**src/rtl/cpu_mem_responder_pkg.sv**
```systemverilog
// Shared LC-3b types for the memory responder slice: the machine word and
// the responder's arbitration state.
package lc3b_types;

   typedef logic [15:0] lc3b_word;

   typedef enum logic [1:0] {
      IDLE,
      I_ACC,
      D_ACC
   } lc3b_mem_resp_state;

endpackage

```
**src/rtl/cpu_mem_responder_hold.sv**
```systemverilog
// Per-port response holder: captures the request tag when the port is
// granted, registers the returned word when the access completes with the
// same tag still presented, and keeps the response level high only while
// the CPU keeps presenting that same tag.
module resp_hold #(
   parameter int ADDR_W = 16,
   parameter int DATA_W = 16
) (
   input  logic              clk,
   input  logic              rst,
   input  logic              request,
   input  logic [ADDR_W-1:0] address,
   input  logic              write_enable,
   input  logic              grant,
   input  logic              complete,
   input  logic              capture_data,
   input  logic [DATA_W-1:0] rdata,
   input  logic              invalidate,
   output logic              pending,
   output logic              hit,
   output logic              hold,
   output logic [ADDR_W-1:0] tag_address,
   output logic [DATA_W-1:0] data
);
   import lc3b_types::*;

   logic tag_write;
   logic match;

   // Tag compare against what was captured at grant; a completion only
   // counts if the CPU is still asking for exactly that access.
   always_comb begin
      match   = (address == tag_address) && (write_enable == tag_write);
      hit     = complete && request && match;
      pending = request && !(hold && match);
   end

   // Capture the request tag at grant time.
   always_ff @(posedge clk or posedge rst) begin
      if (rst) begin
         tag_address <= '0;
         tag_write   <= 1'b0;
      end else if (grant) begin
         tag_address <= address;
         tag_write   <= write_enable;
      end
   end

   // Hold flag: set on a matching completion, kept while the tag is still
   // presented, dropped by a tag change, request drop or coherence kill.
   always_ff @(posedge clk or posedge rst) begin
      if (rst) begin
         hold <= 1'b0;
      end else if (hit) begin
         hold <= 1'b1;
      end else if (invalidate) begin
         hold <= 1'b0;
      end else begin
         hold <= hold && request && match;
      end
   end

   // Result word: only loaded on a matching completion that returns data.
   always_ff @(posedge clk or posedge rst) begin
      if (rst) begin
         data <= '0;
      end else if (hit && capture_data) begin
         data <= rdata;
      end
   end

endmodule

```
**src/rtl/cpu_mem_responder.sv**
```systemverilog
// Arbitrates the CPU's instruction-fetch and data ports onto one
// single-ported backing memory. Data wins ties; each port's result is held
// as a level until the CPU moves on.
module cpu_mem_responder #(
   parameter int ADDR_W = 16,
   parameter int DATA_W = 16
) (
   input  logic              clk,
   input  logic              rst,
   input  logic              instruction_request,
   input  logic [ADDR_W-1:0] instruction_address,
   output logic [DATA_W-1:0] instr,
   output logic              instruction_response,
   input  logic              data_request,
   input  logic              write_enable,
   input  logic [ADDR_W-1:0] mem_address,
   input  logic [1:0]        mem_byte_enable,
   input  logic [DATA_W-1:0] write_data,
   output logic [DATA_W-1:0] mem_rdata,
   output logic              data_response,
   output logic              pmem_read,
   output logic              pmem_write,
   output logic [ADDR_W-1:0] pmem_address,
   output logic [DATA_W-1:0] pmem_wdata,
   output logic [1:0]        pmem_byte_enable,
   input  logic [DATA_W-1:0] pmem_rdata,
   input  logic              pmem_resp
);
   import lc3b_types::*;

   lc3b_mem_resp_state state, next_state;

   logic              grant_i, grant_d;
   logic              i_pending, d_pending;
   logic              i_hit, d_hit;
   logic              i_complete, d_complete;
   logic              i_invalidate;
   logic [ADDR_W-1:0] i_tag_address, d_tag_address;
   logic              d_store;
   logic [DATA_W-1:0] d_wdata;
   logic [1:0]        d_be;

   assign i_complete = pmem_resp && (state == I_ACC);
   assign d_complete = pmem_resp && (state == D_ACC);

   // A store landing on the word the fetch port is holding makes that
   // fetched copy stale, so the fetch must be redone.
   assign i_invalidate = d_hit && d_store && (d_tag_address == i_tag_address);

   resp_hold #(.ADDR_W(ADDR_W), .DATA_W(DATA_W)) u_i_hold (
      .clk          (clk),
      .rst          (rst),
      .request      (instruction_request),
      .address      (instruction_address),
      .write_enable (1'b0),
      .grant        (grant_i),
      .complete     (i_complete),
      .capture_data (1'b1),
      .rdata        (pmem_rdata),
      .invalidate   (i_invalidate),
      .pending      (i_pending),
      .hit          (i_hit),
      .hold         (instruction_response),
      .tag_address  (i_tag_address),
      .data         (instr)
   );

   resp_hold #(.ADDR_W(ADDR_W), .DATA_W(DATA_W)) u_d_hold (
      .clk          (clk),
      .rst          (rst),
      .request      (data_request),
      .address      (mem_address),
      .write_enable (write_enable),
      .grant        (grant_d),
      .complete     (d_complete),
      .capture_data (!d_store),
      .rdata        (pmem_rdata),
      .invalidate   (1'b0),
      .pending      (d_pending),
      .hit          (d_hit),
      .hold         (data_response),
      .tag_address  (d_tag_address),
      .data         (mem_rdata)
   );

   // Store payload captured with the data grant so pmem sees stable values.
   always_ff @(posedge clk or posedge rst) begin
      if (rst) begin
         d_store <= 1'b0;
         d_wdata <= '0;
         d_be    <= 2'b00;
      end else if (grant_d) begin
         d_store <= write_enable;
         d_wdata <= write_data;
         d_be    <= mem_byte_enable;
      end
   end

   // Arbitration state register; reset drops any access immediately.
   always_ff @(posedge clk or posedge rst) begin
      if (rst) begin
         state <= IDLE;
      end else begin
         state <= next_state;
      end
   end

   // Grant selection and pmem strobes, decoded purely from the state so the
   // strobes are steady for the whole access.
   always_comb begin
      next_state       = state;
      grant_i          = 1'b0;
      grant_d          = 1'b0;
      pmem_read        = 1'b0;
      pmem_write       = 1'b0;
      pmem_address     = '0;
      pmem_wdata       = '0;
      pmem_byte_enable = 2'b00;
      case (state)
         IDLE: begin
            if (d_pending) begin
               grant_d    = 1'b1;
               next_state = D_ACC;
            end else if (i_pending) begin
               grant_i    = 1'b1;
               next_state = I_ACC;
            end
         end
         I_ACC: begin
            pmem_read        = 1'b1;
            pmem_byte_enable = 2'b11;
            pmem_address     = i_tag_address;
            if (pmem_resp) next_state = IDLE;
         end
         D_ACC: begin
            pmem_address = d_tag_address;
            if (d_store) begin
               pmem_write       = 1'b1;
               pmem_wdata       = d_wdata;
               pmem_byte_enable = d_be;
            end else begin
               pmem_read        = 1'b1;
               pmem_byte_enable = 2'b11;
            end
            if (pmem_resp) next_state = IDLE;
         end
         default: next_state = IDLE;
      endcase
   end

endmodule

```
**config.mk**
```make
export PLATFORM = sky130hd
export DESIGN_NAME = cpu_mem_responder
export DESIGN_NICKNAME = d
export VERILOG_FILES = /design/src/rtl/cpu_mem_responder_pkg.sv /design/src/rtl/cpu_mem_responder_hold.sv /design/src/rtl/cpu_mem_responder.sv
export SDC_FILE = /design/constraint.sdc
export NUM_CORES = 1
export LEC_CHECK = 0
export BUFFER_PORTS_ARGS = -buffer_cell sky130_fd_sc_hd__buf_2
export CELL_PAD_IN_SITES_DETAIL_PLACEMENT = 1
export CELL_PAD_IN_SITES_GLOBAL_PLACEMENT = 1
export CORE_ASPECT_RATIO = 0.8
export CORE_MARGIN = 4
export CORE_UTILIZATION = 40
export DETAILED_ROUTE_END_ITERATION = 6
export PLACE_DENSITY = 0.92
export SLEW_MARGIN = 20
export SYNTH_ARGS = -nofsm -noshare
export SYNTH_HDL_FRONTEND = slang
export SYNTH_SLANG_ARGS = --single-unit
```
**constraint.sdc**
```tcl
create_clock -name clk -period 3.6 [get_ports clk]
set_input_delay 0.72 -clock clk [delete_from_list [all_inputs] [get_ports clk]]
set_output_delay 0.72 -clock clk [all_outputs]
set_load 0.1 [all_outputs]
```
==> impl_metrics.yaml <==
synth:
  synthArstFlopShare_pct: 100
  synth_ff_type: "dfrtp_1"
  syn-instance-count: 318
  synth_top_cell_by_area: "dfrtp_1"
  synth-seq-area-share_pct: 51.4
  synth_top_cell_area_share_pct: 51.4
  synthTopCellsByArea: "dfrtp_1, mux2_2, xnor2_1"
  ys_warn_count: 0
  synth_nets: 393
  avgSynthCellArea_sq_um: 13.3
  synth-edff-count: 0
  synth_seq_cells: 87
  synth_cell_types: 33
  synth_area_sq_um: 4230
die:
  dieArea_sq_um: 12300
  ios: 142
  dieHeight_microns: 100
  initial_core_util_pct: 41.2
  die_w_microns: 123
  num_rows: 33
  core_sq_um: 10300
setup_path:
  required_ns: 2.88
  criticalPathCategory: "flop to primary output"
  cp.arrival_ns: 2.46
  critPathSlowestCell: "and2_1"
  reg2reg_depth: 6
  worst_path_most_repeated_cell: "a21o_1"
  cpPeakStageDelay_ns: 0.62
  path_cells: "inv_1, ha_1, and2_1, a21o_1, a21o_1, buf_2"
  crit_path_start_kind: "flop"
  ff2ff_setup_slack_ns: 0.86
  crit_end: "pmem_byte_enable[0]"
  cp_max_fo: 17
  r2r_start: "u_d_hold.tag_write$_DFFE_PP0P_"
  reg2reg_to: "d_wdata[8]$_DFFE_PP0P_"
  crit_start: "state[0]$_DFFE_PP0P_"
  end_kind: "primary output"
pwr:
  power_density_nw_per_um2: 936
  ir_drop_v: 0.000504
  p_leak_nw: 2.74
flow_run:
  cap_violations: 0
drt:
  wl_microns: 11600
  dr.pass1.iters: 4
  vias_per_cell: 5.17
  routedWlPerCell_microns: 19.2
  drt_iter0_markers: 176
  via_count: 3137
  drc: 0
  drtAntennaViolNets: 0
global_route:
  grt_max_degree: 88
  antenna_found_initial: 0
  grt_pass1_wl_microns: 18300
  gr-usage-all-layers_pct: 19.1
  grt_pass1_vias: 3501
  grt-ovfl-total: 0
cts:
  clkTransAtPathRegs_ns: 0.06
  clock-sinks: 87
  cts_max_level: 3
  cts_buffers: 9
  clk_latency_ns: 0.33
  cts_setup_buffers: 0
  cts_hold_buffers: 0
  cts_tree: "built"
  clock_path_buffers: 2
  cts-root-buf: "clkbuf_16"
  ctsResizeCount: 0
placement:
  dp_hpwl_microns: 8670
  dp_slack_ns: 0.676
  io_buffer_count: 141
  gp_routability_congestion: 0.817
  placed_area_sq_um: 5100
  dp.cells: 591
timing:
  finalHoldViolations: 0
  finClkSkew_ns: 0.00650
  max_slew.worst_pin.slew_ns: 0.733
  relSlewSlack_pct: 51.1
  max_freq_ghz: 0.314
  maxSlewViolCount: 0
  timing.final.crit_share_pct: 88.5
  rsz0062_at_grt: "false"
  setup_viol: 0
  tns_ns: 0
  fin_ws_ns: 0.416
  final.min_clock_period_ns: 3.18
worst_hold_path:
  hp-class: "input pin to async pin"
layout:
  nets: 537
  fillCellCount: 1096
  stdcell_count: 607
  area_growth_syn_to_layout_pct: 28.7
  num_antenna_cells: 0
  fin_area_sq_um: 5450
  final_util_pct: 53.0
  drive_gt1_share_pct: 54.8
outcome:
  status: "completed"
worst max-delay path, delay by kind of cell (launching register included):
kind,cells,cell delay [ns]
AND/OR/NAND/NOR,1,0.62
buffers and inverters,2,0.51
flip-flops,1,0.36
adder cells (fa/ha/maj),1,0.34
AO/OA/AOI/OAI,2,0.31
power breakdown:
part	internal [W]	switching, W	leakage [nW]
logic	0.000787	0.00158	1.47
clock network	0.000695	0.000383	0.168
registers	0.00128	0.000377	1.10
total	0.00276	0.00234	2.74
metal layers:
metal	GRT usage (%)	vias to the layer above	part of all wire (%)
li1	-	1420	-
met1	22.4	1608	40
met2	33.8	96	52
met3	5.41	13	6.6
met4	5.79	0	1.6
met5	0	-	0
area by class of cell:
cell class                 count  area [sq um]  area share, %
sequential                    87          2180           40.0
inverter                       5          20.0          0.368
timing repair buffer         147           763           14.0
clock inverter                 6           108           1.98
tap                          140           175           3.22
clock buffer                  10           239           4.39
multi-input combinational    212          1960           36.1
worst min path at each step:
stage / startpoint / to / depth (start not counted)
floorplan: d_wdata[3]$_DFFE_PP0P_ / d_wdata[3]$_DFFE_PP0P_ / 1
global placement: d_wdata[4]$_DFFE_PP0P_ / d_wdata[4]$_DFFE_PP0P_ / 1
detailed placement: d_wdata[15]$_DFFE_PP0P_ / d_wdata[15]$_DFFE_PP0P_ / 1
CTS: d_wdata[15]$_DFFE_PP0P_ / d_wdata[15]$_DFFE_PP0P_ / 1
global route: rst / u_d_hold.tag_address[3]$_DFFE_PP0P_ / 3
finish: rst / u_d_hold.tag_address[3]$_DFFE_PP0P_ / 3
stage by stage:
stage / power, W / hold WS (ns)
2_1_floorplan: 0.00353 / 0.471
3_3_place_gp: 0.00392 / 0.479
3_5_place_dp: 0.00403 / 0.490
4_1_cts: 0.00515 / 0.505
5_1_grt: 0.00535 / 0.498
6_report: 0.00510 / 0.467
state kept, by name, summed over array words and instances (netlist names):
register	count
d_be	2
d_wdata	16
state	2
u_d_hold.data	16
u_d_hold.hold	1
u_d_hold.tag_address	16
u_d_hold.tag_write	1
u_i_hold.data	16
u_i_hold.hold	1
u_i_hold.tag_address	16
cell usage in the layout, fill, tap and decap left out, types with 2 or more instances in the layout:
master | netlist | routed
buf_2 | 4 | 141
dfrtp_1 | 87 | 87
mux2_2 | 83 | 83
xnor2_1 | 47 | 47
and3_1 | 16 | 16
a22o_1 | 15 | 15
nand4_1 | 10 | 10
clkbuf_16 | 0 | 9
nand3_1 | 5 | 5
buf_4 | 0 | 5
inv_1 | 5 | 4
and2_1 | 4 | 4
a21oi_1 | 3 | 3
a21o_1 | 3 | 3
clkinv_2 | 0 | 3
ha_1 | 3 | 3
bufinv_16 | 0 | 3
xor2_1 | 2 | 2
nor2_1 | 2 | 2
nand3_2 | 2 | 2
nor4_1 | 2 | 2
nand2_1 | 2 | 2
cell families after synthesis:
| kind of cell | synth area share (%) |
|---|---|
| multiplexers | 22.1 |
| adder cells (fa/ha/maj) | 0.887 |
| XOR/XNOR | 10.1 |
| buffers and inverters | 2.16 |
| AND/OR/NAND/NOR | 7.72 |
| AO/OA/AOI/OAI | 5.59 |
| flip-flops | 51.4 |
synthesized netlist by cell type (2+ instances only):
cell	number
inv_1	5
a21o_1	3
nor4_1	2
and2_1	4
a22o_1	15
nor2_1	2
dfrtp_1	87
ha_1	3
nand3_1	5
nand4_1	10
xor2_1	2
clkbuf_1	8
xnor2_1	47
nand2_1	2
and3_1	16
a21oi_1	3
mux2_2	83
nand3_2	2
buf_2	4
buf_6	2
Note: power is estimated with default switching activity, not from simulation.
